File: src/rtl/div_pkg.sv
// Shared definitions for the sequential divider: default operand width and FSM encoding.
package div_pkg;

    localparam int unsigned DefaultWidth = 32;

    typedef enum logic [1:0] {
        StIdle = 2'd0,
        StCalc = 2'd1,
        StFix  = 2'd2,
        StDone = 2'd3
    } div_state_e;

endpackage

File: src/rtl/div_step.sv
// One restoring-division step: shift {rem,quo} left, trial-subtract the divisor,
// keep the difference and set the quotient LSB when it does not go negative.
module div_step #(
    parameter int unsigned WIDTH = 32
) (
    input  logic [WIDTH-1:0] rem_i,
    input  logic [WIDTH-1:0] quo_i,
    input  logic [WIDTH-1:0] div_i,
    output logic [WIDTH-1:0] rem_o,
    output logic [WIDTH-1:0] quo_o
);

    logic [WIDTH:0] partial;
    logic [WIDTH:0] diff;
    logic           borrow;
    logic           unused_diff_msb;

    // The shifted remainder needs WIDTH+1 bits; the extra borrow bit keeps a zero
    // divisor from being mistaken for a negative result.
    always_comb begin
        partial          = {rem_i, quo_i[WIDTH-1]};
        {borrow, diff}   = {1'b0, partial} - {2'b00, div_i};
        rem_o            = borrow ? partial[WIDTH-1:0] : diff[WIDTH-1:0];
        quo_o            = {quo_i[WIDTH-2:0], ~borrow};
    end

    // A kept difference is always below the divisor, so its top bit is zero.
    assign unused_diff_msb = diff[WIDTH];

endmodule

File: src/rtl/seq_divider.sv
// Multi-cycle signed/unsigned divider: one restoring step per cycle, sign fix-up at the end.
// Result = {remainder, quotient}; Done pulses WIDTH+2 cycles after Start is accepted.
module seq_divider
    import div_pkg::*;
#(
    parameter int unsigned WIDTH = DefaultWidth
) (
    input  logic               Clk,
    input  logic               Reset,
    input  logic               Start,
    input  logic               Signed,
    input  logic [WIDTH-1:0]   A,
    input  logic [WIDTH-1:0]   B,
    output logic               Busy,
    output logic               Done,
    output logic [2*WIDTH-1:0] Result
);

    localparam int unsigned CntW = $clog2(WIDTH + 1);

    div_state_e         state_q, state_d;
    logic [CntW-1:0]    cnt_q, cnt_d;
    logic [WIDTH-1:0]   rem_q, rem_d;
    logic [WIDTH-1:0]   quo_q, quo_d;
    logic [WIDTH-1:0]   dvs_q, dvs_d;
    logic               neg_quo_q, neg_quo_d;
    logic               neg_rem_q, neg_rem_d;
    logic [2*WIDTH-1:0] result_q, result_d;

    logic [WIDTH-1:0]   step_rem, step_quo;
    logic               a_neg, b_neg;

    assign a_neg = Signed & A[WIDTH-1];
    assign b_neg = Signed & B[WIDTH-1];

    div_step #(
        .WIDTH (WIDTH)
    ) u_step (
        .rem_i (rem_q),
        .quo_i (quo_q),
        .div_i (dvs_q),
        .rem_o (step_rem),
        .quo_o (step_quo)
    );

    // Next-state and datapath updates for each FSM state.
    always_comb begin
        state_d   = state_q;
        cnt_d     = cnt_q;
        rem_d     = rem_q;
        quo_d     = quo_q;
        dvs_d     = dvs_q;
        neg_quo_d = neg_quo_q;
        neg_rem_d = neg_rem_q;
        result_d  = result_q;

        unique case (state_q)
            StIdle: begin
                if (Start) begin
                    // Magnitudes as unsigned, so the most-negative value becomes 2^(WIDTH-1).
                    quo_d     = a_neg ? -A : A;
                    dvs_d     = b_neg ? -B : B;
                    rem_d     = '0;
                    cnt_d     = CntW'(WIDTH);
                    // Divide by zero keeps the all-ones quotient regardless of signs.
                    neg_quo_d = (a_neg ^ b_neg) && (|B);
                    neg_rem_d = a_neg;
                    state_d   = StCalc;
                end
            end
            StCalc: begin
                rem_d = step_rem;
                quo_d = step_quo;
                cnt_d = cnt_q - CntW'(1);
                if (cnt_q == CntW'(1)) begin
                    state_d = StFix;
                end
            end
            StFix: begin
                result_d = {neg_rem_q ? -rem_q : rem_q, neg_quo_q ? -quo_q : quo_q};
                state_d  = StDone;
            end
            StDone: begin
                state_d = StIdle;
            end
            default: begin
                state_d = StIdle;
            end
        endcase
    end

    // State registers with synchronous active-low reset.
    always_ff @(posedge Clk) begin
        if (!Reset) begin
            state_q   <= StIdle;
            cnt_q     <= '0;
            rem_q     <= '0;
            quo_q     <= '0;
            dvs_q     <= '0;
            neg_quo_q <= 1'b0;
            neg_rem_q <= 1'b0;
            result_q  <= '0;
        end else begin
            state_q   <= state_d;
            cnt_q     <= cnt_d;
            rem_q     <= rem_d;
            quo_q     <= quo_d;
            dvs_q     <= dvs_d;
            neg_quo_q <= neg_quo_d;
            neg_rem_q <= neg_rem_d;
            result_q  <= result_d;
        end
    end

    assign Busy   = (state_q == StCalc) || (state_q == StFix);
    assign Done   = (state_q == StDone);
    assign Result = result_q;

endmodule

File: config.mk
export PLATFORM = sky130hd
export DESIGN_NAME = seq_divider
export DESIGN_NICKNAME = d
export VERILOG_FILES = /design/src/rtl/div_pkg.sv /design/src/rtl/div_step.sv /design/src/rtl/seq_divider.sv
export SDC_FILE = /design/constraint.sdc
export NUM_CORES = 1
export LEC_CHECK = 0
export CORE_UTILIZATION = 55
export CTS_CLUSTER_DIAMETER = 40
export DETAILED_ROUTE_END_ITERATION = 10
export GPL_TIMING_DRIVEN = 0
export PLACE_DENSITY = 0.83
export REMOVE_ABC_BUFFERS = 1
export SLEW_MARGIN = 20
export SYNTH_ARGS = -nofsm -noshare
export SYNTH_HDL_FRONTEND = slang
export SYNTH_SLANG_ARGS = --single-unit
File: constraint.sdc
create_clock -name Clk -period 3.36 [get_ports Clk]
set_input_delay 0.672 -clock Clk [delete_from_list [all_inputs] [get_ports Clk]]
set_output_delay 0.672 -clock Clk [all_outputs]
set_load 0.02 [all_outputs]
Word level (Yosys, flattened, before mapping) --
Cells that the tools add are included.
Cells by class: add/sub/neg operators 6, eq/ne operators 6, mux-type cells 14, bitwise logic cells 4, reduce and logical (&&, ||, !) cells 8
Operator list (number):
- $mux 32 | 7
- $neg 32->32 | 4
- $pmux 32 s2 | 2
- $sub 33x32->34 | 1
- $reduce_or 32->1 | 1
- $pmux 6 s2 | 1
- $pmux 2 s4 | 1
- $eq 6x1->1 const B | 1
- $mux 6 | 1
- $reduce_and 2->1 | 3
- $sub 6x1->6 const B | 1
- $eq 2x2->1 const B | 2
- $mux 2 | 2
- $ne 2x2->1 const B | 2
- $and 1x1->1 | 2
- $eq 2x1->1 const B | 1
- $logic_not 2->1 | 1
- $reduce_bool 2->1 | 1
- $logic_and 1x1->1 | 1
- $logic_or 1x1->1 | 1
- $not 1->1 | 1
- $xor 1x1->1 | 1
Word-level totals: register bits 170, input bits 68, output and inout port bits 66, logic and storage cells 46

Logic depth before layout (Yosys ltp) --
Gate-level depths: netlist (run 1).
depth in word-level cells 4, gate-level depth with buffers 14

Modules after synthesis --
From an unflattened synthesis (run 1), not the netlist that was laid out.
Unflattened totals: cells, all modules 1532, area, all modules 11656.2 µm²
Modules (own cells, without submodules):
- seq_divider | instances 1, cells an instance 1129, area an instance 9049.9 µm², sequential area each 3403.3 µm²
- div_step | instances 1, cells an instance 403, area an instance 2606.2 µm², sequential area each 0.0 µm²

Least setup slack after synthesis (run 1) --
OpenSTA, ideal clock, no wires.
path kind input-to-reg, from input port B[4], to register dvs_q[29], library setup time 116 ps, data arrival time 2959 ps, required time 3244 ps, slack 284 ps, stages on the path 9, cells stage by stage or3_1 > or4_1 > nor2b_1 > nand3_1 > or4_1 > o21ai_0 > xor2_1 > nand2_1 > o211a_1
On the way: word-level cells in the longest chain between the ends 2
RTL lines:
- from (decl) | line seq_divider.sv:13 | input logic [WIDTH-1:0] B,
- $neg 32->32 | line seq_divider.sv:62 | dvs_d = b_neg ? -B : B;
- $mux 32 | line seq_divider.sv:62
- to (signal assigned) | line seq_divider.sv:108 | dvs_q <= dvs_d;
- to (decl) | line seq_divider.sv:25 | logic [WIDTH-1:0] dvs_q, dvs_d;
No other way between the ends. A chain may end at the register's enable or synchronous reset.

Worst setup path in the final report (run 1) --
from input port B[2], to register dvs_q[31]
The elaborated chain is that of the path after synthesis.

==> results of run 1 <==
final cells by class:
cell class	count	area [µm²]
fill	1615	6250
sequential	170	3410
multi-input combinational	1091	7260
clock buffer	19	443
timing repair buffer	145	1550
tap	265	332
clock inverter	13	143
inverter	55	206
synth_stat cells, drive strengths merged, types with 3 or more instances:
| master | n |
|---|---|
| nand2 | 224 |
| dfxtp | 170 |
| o21ai | 114 |
| xor2 | 94 |
| a21oi | 73 |
| o211a | 73 |
| clkbuf | 70 |
| nor2 | 59 |
| inv | 55 |
| xnor2 | 44 |
| ha | 42 |
| mux2i | 42 |
| nand3 | 35 |
| o31ai | 31 |
| nor2b | 28 |
| a21boi | 23 |
| or3 | 23 |
| and2 | 18 |
| nor4 | 16 |
| nor3 | 14 |
| o41ai | 14 |
| or4 | 13 |
| nand2b | 12 |
| and3 | 11 |
| buf | 10 |
| o211ai | 10 |
| a21o | 9 |
| a32oi | 8 |
| nand4 | 6 |
| o21a | 6 |
| a31oi | 5 |
| nand4b | 4 |
| or2 | 4 |
| a211oi | 3 |
| a311oi | 3 |
| nand3b | 3 |
| o21bai | 3 |
registers in the layout, summed over array words and instances (netlist names):
register	count
dvs_q	32
quo_q	32
Result	64
rem_q	32
cnt_q	6
neg_quo_q	1
state_q	2
neg_rem_q	1
logic make-up (layout without fill, tap and decap cells):
group | Yosys count | count (layout)
flops | 170 | 170
mux | 43 | 43
simple gates | 474 | 474
buf+inv | 135 | 232
fa+ha+maj | 43 | 43
compound gates | 393 | 393
xor+xnor | 138 | 138
worst max-delay path: stages:
cell                              delay [ns]
sky130_fd_sc_hd__clkdlybuf4s50_1        0.46
sky130_fd_sc_hd__or3_1                  0.41
sky130_fd_sc_hd__or4_1                  0.53
sky130_fd_sc_hd__nor2b_4                0.20
sky130_fd_sc_hd__nand3_2                0.15
sky130_fd_sc_hd__or4_1                  0.54
sky130_fd_sc_hd__o41ai_1                0.33
sky130_fd_sc_hd__nand3_1                0.13
sky130_fd_sc_hd__a21boi_0               0.18
repair_timing:
item                                    in CTS  in global routing
endpoints found under the setup margin      37                 35
resized for setup                            4                 11
endpoints found under the hold margin        0                  0
pin swaps                                    1                  0
gates cloned                                 0                  0
buffers inserted                             4                  1
metrics by stage:
stage                     power [mW]  utilization (%)
after global routing            9.99             68.1
after global placement          7.12             63.4
after detailed placement        7.32             64.5
final                           9.37             68.1
after CTS                       9.34             67.8
after floorplan                 5.83                -
power breakdown:
group	internal, mW	switching [mW]
Combinational	1.86	2.56
Sequential	2.52	0.436
Clock	1.12	0.865
worst max-delay path by stage:
stage / end / slack (ns) / cells after the start
6_report: dvs_q[31] / 0.13 / 9
5_1_grt: dvs_q[29] / 0.005 / 10
3_3_place_gp: rem_q[21] / -4.25 / 6
3_5_place_dp: dvs_q[31] / -0.69 / 9
2_1_floorplan: rem_q[0] / -1.11 / 10
4_1_cts: dvs_q[31] / 0.008 / 9
layer usage:
metal,vias to the layer above,track usage (%),share of wire [%],wire [µm]
li1,5132,-,-,-
met1,5006,35.3,44,12800
met2,341,50.1,48,14100
met3,65,5.16,4.9,1440
met4,0,10.6,2.6,756
met5,-,0,0,0
==> run summary, run 1 <==
The run finished with clean final reports. Power spread over the standard cell area amounts to 702 nW/µm². The largest fanout on the critical path is 5. After floorplanning, the core was sized to cover 19600 µm². The adder-cell share of the synthesized area is 4.93%.

In the final timing run, aggregate negative setup slack is 0 ns. The final worst slack came out at roughly 0.13 ns. Setup repair after global routing left no endpoint under its margin. The depth of the worst hold-timing path is 2. In the layout the commonest cells are 224 x sky130_fd_sc_hd__nand2_1, 167 x sky130_fd_sc_hd__dfxtp_1, 132 x sky130_fd_sc_hd__clkdlybuf4s50_1. The post-synth design cell area came out at 11100 µm². The total number of vias is approximately 11000. Counting flops with a built-in enable in the synthesized netlist gives 0.

The minimum hold slack came out at 0.466 ns. The die is 144 µm wide. The data required time of the critical path is between 3 and 4 ns. The worst ir drop on vdd is 0.417 mV. The number of H-tree levels is 4. Summed over all layers, the routed wires come to 29100 µm. Hold repair after CTS inserted 0 buffers. By area, the combinational part of the netlist is dominated by compound AO/OA/AOI/OAI gates. Ranked by total cell area, the synthesized netlist is headed by sky130_fd_sc_hd__dfxtp_1 31%, sky130_fd_sc_hd__nand2_1 7.6%, sky130_fd_sc_hd__xor2_1 7.4%. The final setup violation count is 0.

The multiplexer fraction of the synthesized cell area is just under 4%. The placed instance area is 12600 µm². The worst register-to-register path ends at Result[61]. The minimum clock period is ~3.2 ns. The startpoint of the lowest-slack hold path is dvs_q[31]. The fraction of the mapped netlist area in compound gates is about a quarter. The path category of the worst min-delay check is reg -> reg. For this run, asynchronously set or reset flops after synthesis account for 0%.

The global placer's final weighted congestion is 0.902. The setup path with the least slack is of type in -> reg. The number of warnings printed during yosys synthesis came out at 0. Of the total synthesized cell area, the portion taken by XOR and XNOR cells is 10.9%. The tree built by TritonCTS fans out to 170 sinks. The number of nets in the finished design is 1591. The max-slew violation total from the final report came to 0. The largest net degree at the start of global routing came out at 74. Setup slack on the worst reg-to-reg path comes out at 0.13 ns. The highest clock frequency the design can meet came out at 0.309 GHz. The worst max-slew margin expressed relative to the limit is 24.7%. The via count of the first global-routing pass came out at 9836.

The worst register-to-register path begins at rem_q[11]. The number of inserted diodes came out at 0. The startpoint type of the worst setup path is a primary input. The critical path starts at B[2]. At the pin with the least slew margin, the transition time is 1.13 ns. The CTS buffer count is 17. Once the floorplan was initialized, standard cells occupied a little under three fifths of the core. From synthesis to final layout, the design area changed by 20.6%. In the routed layout, each cell is associated on average with a via count of between 5 and 6.

The clock-pin slew on the worst setup and hold paths is 0.06 ns. The CTS tree is built. The simple logic cell fraction of the synthesized area came out at 20.3%.

The tree is rooted in a sky130_fd_sc_hd__clkbuf_16. The wire length of the first global-routing pass came out at approximately 48000 µm. The leakage power of the design is approximately 5.8 nW.

The area fraction of the dominant cell type after synthesis came out at 30.8%. The number of I/O pins is 134. In this run the deepest clock path goes through 2 buffers. The post-synthesis sequential element count is 170.

The mean area per synthesized cell came out at between 7 and 8 µm². The data arrival time of the worst path came out at 3.59 ns. The hold-critical path endpoint is dvs_q[31]. The depth of the most critical reg-to-reg path is 9. The floorplan step set the die height to 144 µm. The total of max-cap violations is 0. OpenSTA, run right after detailed placement, puts the worst setup slack at -0.693 ns. The standard-cell row count is 51. The number of distinct standard cells referenced by the synthesized netlist is 60.

The final antenna-violating net count is 0. Leaving out fill and tap cells, the most frequent cell in the layout is sky130_fd_sc_hd__nand2_1. The proportion of synthesized chip area in sequential cells came out at between 30 and 40%. In the synthesized netlist, the number of instances is 1396. The number of placed cells counting well taps came out at 1721. The area of all placed cells without fillers came out at 13300 µm².

For the worst-skew pair, the clock arrives at the later sink with an insertion delay of 0.44 ns. The total iterations of the first detailed-routing run came out at 6. The placed wire-length estimate is 20700 µm.

After global routing the overflow that remains totals 0. The number of standard cells in the final layout excluding fillers is 1758. The kind of capture point of the worst setup path is a flip-flop. The predominant post-synthesis flop cell is sky130_fd_sc_hd__dfxtp_1. The count of port buffers added during placement is 133. The fraction of layout cells with a size suffix above 1 is 4.82%. The library cell with the largest summed area after synthesis is sky130_fd_sc_hd__dfxtp_1.

The number of endpoints with negative hold slack in the final report came out at 0. The number of antenna violations at the first check in global routing is 0. The area of the die came out at 20700 µm².

The final critical path takes up a little over nine tenths of the cycle. The overall routing resource usage came out at 28.8%. In the final routed layout, each cell accounts on average for about 17 µm. The post-detailed-route DRC marker count is 0. The clock skew came out at 0.00984 ns. The number of design-rule violations left by the first detailed-router iteration came out at 935.
Power figures use the tool's default switching activity.
==> run 2, diff against run 1 <==
- ABC_AREA: unset -> 1
- CTS_CLUSTER_DIAMETER: 40 -> unset
- PLACE_DENSITY: 0.83 -> 0.82
==> run summary, run 2 <==
The global placer's final weighted congestion came out at 1.04 (+15%). The run finished with clean final reports. The path category of the worst min-delay check is reg -> reg. The largest net degree at the start of global routing came out at 87 (+18%). The library cell used most frequently in the layout, excluding fill and tap cells, is sky130_fd_sc_hd__nand2_1.

The number of placed cells counting well taps is 2579 (+50%). The pin slew with the least headroom to its limit is 1.08 ns (-0.0411 ns). The startpoint type of the worst setup path is a flip-flop.

The post-synthesis sequential element count is 170 (unchanged). Sorting the synthesized cells by how often they occur yields 594 x sky130_fd_sc_hd__nand2_1, 334 x sky130_fd_sc_hd__inv_1, 242 x sky130_fd_sc_hd__nor2_1. The number of design-rule violations left by the first detailed-router iteration is 1493 (+60%). The most used flip-flop cell after synthesis is sky130_fd_sc_hd__dfxtp_1. The startpoint identified for the worst register-to-register timing path is state_q[0]. The minimum hold slack is 0.465 ns (-0.00180 ns). The hold-critical path endpoint is quo_q[15].

The data required time of the critical path came out at 3.67 ns (-0.05 ns). The number of inserted diodes came out at 0 (unchanged). The startpoint-to-endpoint class of the critical path is reg -> reg. The power density relative to cell area came to 799 nW/µm² (+14%).

The number of clock sinks is 170 (unchanged). The number of flops mapped to enable cells by yosys was 0 (unchanged). The clock latency reported for the late side of the worst-skew pair is 0.43 ns (about the same). The number of H-tree levels is 4 (unchanged). The overall routing resource usage was 33.3% (+4.5 points). The placed wire-length estimate was 30900 µm (+49%). The number of antenna violations at the first check in global routing is 0 (unchanged).

The placeable core region was 23500 µm² (+20%). The number of nets in the finished design is 2390 (+50%). The flip-flop count of the largest register after layout is 64 (unchanged).

The depth of the most critical reg-to-reg path came to 8 (-1). The leakage power of the design is 7.42 nW (+28%). The setup slack of the most critical reg-to-reg path is 0.27 ns (+0.15 ns).

The post-route fraction of the period consumed by the critical path was 91.9% (-4.3 points). The area fraction of the dominant cell type after synthesis is 25.9% (-4.9 points). The data arrival time of the worst path was 3.40 ns (-0.19 ns). The number of buffers on the longest clock path came to 2 (unchanged). The final antenna-violating net count came to 0 (unchanged). sky130_fd_sc_hd__nand2_1 is the most common cell in the netlist. The number of distinct standard cells referenced by the synthesized netlist came out at 50 (-17%). The vertical extent of the die came out at 157 µm (+8.9%). The total iterations of the first detailed-routing run came out at 7 (+1). The total of max-cap violations is 0 (unchanged). Setup repair after global routing left no endpoint under its margin. The number of warnings printed during yosys synthesis came out at 0 (unchanged). The hold-fix buffer count after cts was 0 (unchanged). The post-detailed-route DRC marker count is 0 (unchanged). The max-slew violation total from the final report is 0 (unchanged). The worst ir drop on vdd is 0.731 mV (+75%).

The residual overflow from global routing is 0 (unchanged). The post-synth design cell area came out at 13200 µm² (+19%). TritonCTS built the clock tree. The CTS buffer count is 17 (unchanged). The area of the die came out at 24500 µm² (+19%). The final wirelength came out at 40900 µm (+41%). The total number of vias is 14600 (+38%).

The library cell with the largest summed area after synthesis is sky130_fd_sc_hd__dfxtp_1. The standard-cell row count came to 56 (+9.8%). The fraction of registers with async set/reset came out at 0% (unchanged).

The synthesized instance count is 2208 (+58%). The worst max-slew margin expressed relative to the limit was 27.6% (+2.9 points). The via count of the first global-routing pass came to 12800 (+30%). The clock skew is 0.0124 ns (+0.00258 ns). The clock-pin slew on the worst setup and hold paths came out at 0.07 ns (about the same).

The fraction of layout cells with a size suffix above 1 is 4.63% (-0.20 points). The largest fanout on the critical path is 86 (+81). The width of the die is 157 µm (+8.9%). The wire length of the first global-routing pass came out at 64200 µm (+35%). The highest clock frequency the design can meet is 0.324 GHz (+4.7%). The proportion of synthesized chip area in sequential cells is 25.9% (-4.9 points). The worst setup path is captured at a flip-flop. The number of endpoints with negative hold slack in the final report came out at 0 (unchanged). The root buffer cell chosen for the clock tree is sky130_fd_sc_hd__clkbuf_16. By area the synthesized netlist is led by sky130_fd_sc_hd__dfxtp_1 26%, sky130_fd_sc_hd__nand2_1 17%, sky130_fd_sc_hd__inv_1 9.5%. The area added between synthesis and finish came out at 15.8%. The power after layout was 12.2 mW (+30%). The library cells used most frequently in the layout, excluding fill and tap cells, are 594 x sky130_fd_sc_hd__nand2_1, 333 x sky130_fd_sc_hd__inv_1, 242 x sky130_fd_sc_hd__nor2_1. The number of standard cells in the final layout excluding fillers came to 2610 (+48%).

The initial standard-cell utilization of the core came to 56.0% (-0.45 points). The average routed wire per standard cell was 15.7 µm (-5.4%). The minimum clock period was 3.09 ns (-0.146 ns). The mean area per synthesized cell is 5.96 µm² (-25%). The final setup violation count is 0 (unchanged). The number of vias per cell came out at 5.59 (-6.9%).

The worst hold path begins at quo_q[15]. The count of port buffers added during placement came out at 133 (unchanged). The depth of the worst hold-timing path is 2 (unchanged). The worst register-to-register path ends at quo_q[14].

The number of I/O pins is 134 (unchanged).
run 2: changes by cell type after synthesis, moves of 22 or more:
cell,change
sky130_fd_sc_hd__xor2_1,-47
sky130_fd_sc_hd__xnor2_1,-25
sky130_fd_sc_hd__nor2b_1,-28
sky130_fd_sc_hd__o31ai_1,-28
sky130_fd_sc_hd__nand2_1,+370
sky130_fd_sc_hd__nand3_1,+139
sky130_fd_sc_hd__a21boi_0,-23
sky130_fd_sc_hd__nor2_1,+183
sky130_fd_sc_hd__mux2i_1,-42
sky130_fd_sc_hd__o211a_1,-73
sky130_fd_sc_hd__inv_1,+279
sky130_fd_sc_hd__or3_1,-22
sky130_fd_sc_hd__a21oi_1,+88
sky130_fd_sc_hd__nand4_1,+28
run 2: critical path: stages (launching register included):
cell and delay [ns]:
sky130_fd_sc_hd__dfxtp_1 0.42, sky130_fd_sc_hd__inv_1 0.13, sky130_fd_sc_hd__ha_1 0.28, sky130_fd_sc_hd__nand2_1 0.62, sky130_fd_sc_hd__o21ai_4 0.32, sky130_fd_sc_hd__inv_4 0.71
sky130_fd_sc_hd__a21oi_1 0.09, sky130_fd_sc_hd__o21ai_0 0.20, sky130_fd_sc_hd__a21oi_1 0.12
run 2: cell type report:
class | instances | area, µm²
clock inverters | 12 | 189
clock buffers | 19 | 443
fillers | 2225 | 8240
inverters | 352 | 1330
well taps | 319 | 399
flip-flops and latches | 170 | 3400
multi-input cells | 1603 | 8090
repair buffers | 135 | 1380
run 2: through the flow:
| stage | utilization (%) | cell area [µm²] | setup slack [ns] | setup TNS [ns] |
|---|---|---|---|---|
| after floorplan | - | 12800 | -0.155 | -0.839 |
| after CTS | 64.8 | 15200 | 0.223 | 0 |
| after detailed placement | 62.1 | 14600 | -0.0374 | -0.0604 |
| after global routing | 64.9 | 15200 | 0.0319 | 0 |
| final | 64.9 | 15200 | 0.273 | 0 |
| after global placement | 61.8 | 14500 | -3.22 | -342.40 |
run 2: kinds of logic after synthesis:
| kind of cell | after synthesis | synth area share, % |
|---|---|---|
| flip-flops | 170 | 25.9 |
| AND/OR/NAND/NOR | 1138 | 37.2 |
| XOR/XNOR | 66 | 4.39 |
| adder cells (fa/ha/maj) | 43 | 4.15 |
| buffers and inverters | 435 | 12.9 |
| AO/OA/AOI/OAI | 356 | 15.5 |
run 2: worst max-delay path by stage:
stage                     from          to  slack [ns]  depth (start not counted)
floorplan           state_q[0]  Result[41]       -0.15                          7
global placement         Reset    quo_q[1]       -3.22                          3
detailed placement  state_q[1]   quo_q[14]       -0.04                          8
CTS                 state_q[1]   quo_q[14]        0.22                          8
global route        state_q[0]   quo_q[14]        0.03                          8
finish              state_q[0]   quo_q[14]        0.27                          8
run 2: per-layer routing:
layer | track usage [%] | vias up | part of all wire, %
met5 | 0 | - | 0
li1 | - | 7195 | -
met2 | 53.0 | 629 | 45
met1 | 45.5 | 6683 | 44
met4 | 10.3 | 0 | 2.4
met3 | 6.01 | 70 | 8.6
run 2: what timing repair did:
item,in CTS,in global routing
hold endpoints to repair,0,0
endpoints found under the setup margin,2,8
gates resized for setup,1,1
buffers inserted,0,0
run 2: where the power goes:
group | internal [mW] | switching [mW] | leakage (nW)
Combinational | 2.35 | 4.51 | 5.72
Clock | 1.28 | 0.880 | 0.304
Sequential | 2.61 | 0.539 | 1.39
Total | 6.23 | 5.93 | 7.42
==> patch (flow settings as in run 1) <==
Register the output `Result` once more; this adds one clock of latency there. The other outputs are not delayed to match. Comments in the files are not updated.
--- a/src/rtl/seq_divider.sv
+++ b/src/rtl/seq_divider.sv
@@ -114,7 +114,9 @@
 
     assign Busy   = (state_q == StCalc) || (state_q == StFix);
     assign Done   = (state_q == StDone);
-    assign Result = result_q;
+    always_ff @(posedge Clk) begin
+        Result <= result_q;
+    end
 
 endmodule
 
Check against the original RTL: same outputs for any inputs over 10 cycles, from zero or initial values and one cycle with Reset low; that may be too few to reach the edited logic, so the function may still have changed.
==> patch against run 1 <==
- maximum frequency increased by 1.7%
- critical path type is now flip-flop to flip-flop
- power grew 30%
- design area increased by 14%
- synthesized area grew 14%
- sequential cell count rose by 64
- sequential share of layout area grew 5.2 points
- highest routed layer unchanged
- first-iteration DRC count decreased by 19%
- routed wire length grew 4.5%
- worst setup slack improved by 0.053 ns
- global-route usage shrank 2.9 points
- critical endpoint is now rem_q[3]
- clock skew increased by 0.0071 ns
- critical path depth rose by 2
- via count up 3.3%
==> patch: results (changes against run 1) <==
Timing
  • Max-slew headroom: 32.5% (+7.7 points)
  • Fin worst setup slack: 0.180 ns (+0.0529 ns)
  • WHS: 0.348 ns (-0.118 ns)
  • Skew final: 0.0170 ns (+0.00713 ns)

Global routing
  • Met3 usage: 3.21% (-2.0 points)
  • Largest net degree at the start of global routing: 115 (+55%)
  • Met2 usage: 44.9% (-5.2 points)
  • Global-route wire length before repair: 51100 um (+7.5%)
  • Vias in the first global route: 10300 (+4.8%)
  • GRT Util Overall: 25.9% (-2.9 points)

Finish
  • # nets final: 1662 (+4.5%)
  • Layout cell share with drive strength beyond 1: 7.24% (+2.4 points)
  • Non-filler instance count after layout: 1860 (+5.8%)

Clocking
  • TritonCTS Buffers: 31 (+14)
  • Later-pin clock latency in the skew report: 0.54 ns (+0.10 ns)

Power and ir drop
  • Worst VDD drop: 0.449 mV (+7.6%)
  • P_leak: 6.64 nW (+15%)

Min path
  • Hold Crit Endpoint: Result[20]
  • Startpoint of the worst hold path: result_q[20]

Worst setup path
  • Startpoint types: flip-flop
  • Reg2reg path depth: 11 (+2)
  • Worst r2r src: rem_q[21]
  • Reg2reg end: rem_q[3]
  • CP Max Fanout: 24 (+19)

Run status
  • Outcome: completed

Yosys
  • Synth top cells by count: 234 x dfxtp_1, 227 x nand2_1, 99 x xor2_1, 83 x o211a_1, 77 x o21ai_0
  • Synth top area cells: dfxtp_1 37%, xor2_1 6.8%, nand2_1 6.7%
  • Cells after Synth: 1463 (+4.8%)
  • Sequential area share after synthesis: 37.0% (+6.2 points)

Placed design
  • Final HPWL DP: 21800 um (+5.3%)
  • Place WS: -0.261 ns (+0.433 ns)
  • GPL Wtd Cong: 0.923 (+2.4%)

Route
  • Vias: 10900 (+3.3%)
  • WL met1: 13700 um (+6.9%)
  • DR WL met2: 14400 um (+2.2%)
  • Wirelength per Cell: 16.4 um (-1.2%)
  • DR WL met3: 1700 um (+18%)
  • Drt pass-1 iters: 5 (-1)
patch: area by class of cell:
| cell class | instances | area share, % |
|---|---|---|
| tap | 285 | 2.34 |
| timing repair buffer | 143 | 10.1 |
| clock buffer | 37 | 5.56 |
| inverter | 58 | 1.43 |
| multi-input combinational | 1083 | 48.4 |
| clock inverter | 20 | 1.49 |
| sequential | 234 | 30.7 |
patch: where the power goes:
group | internal, W | switching [W]
Sequential | 0.00359 | 0.000568
Combinational | 0.00197 | 0.00272
Clock | 0.00200 | 0.00131
Total | 0.00757 | 0.00460
patch: cells by family after synthesis:
kind of cell               count (synthesis)  share of synthesized area, %
AOI/OAI and AO/OA                        414                          23.9
buffers and inverters                    146                          5.07
muxes                                     32                          2.53
adders and majority gates                 43                          4.31
DFF                                      234                          37.0
and+or+nand+nor                          454                          17.5
xor gates and xnor gates                 140                          9.68
patch: timing repair:
item | CTS | global route
pin swaps | 0 | 1
resized for setup | 1 | 3
endpoints found under the setup margin | 1 | 19
hold buffers | 0 | 0
buffers inserted | 0 | 2
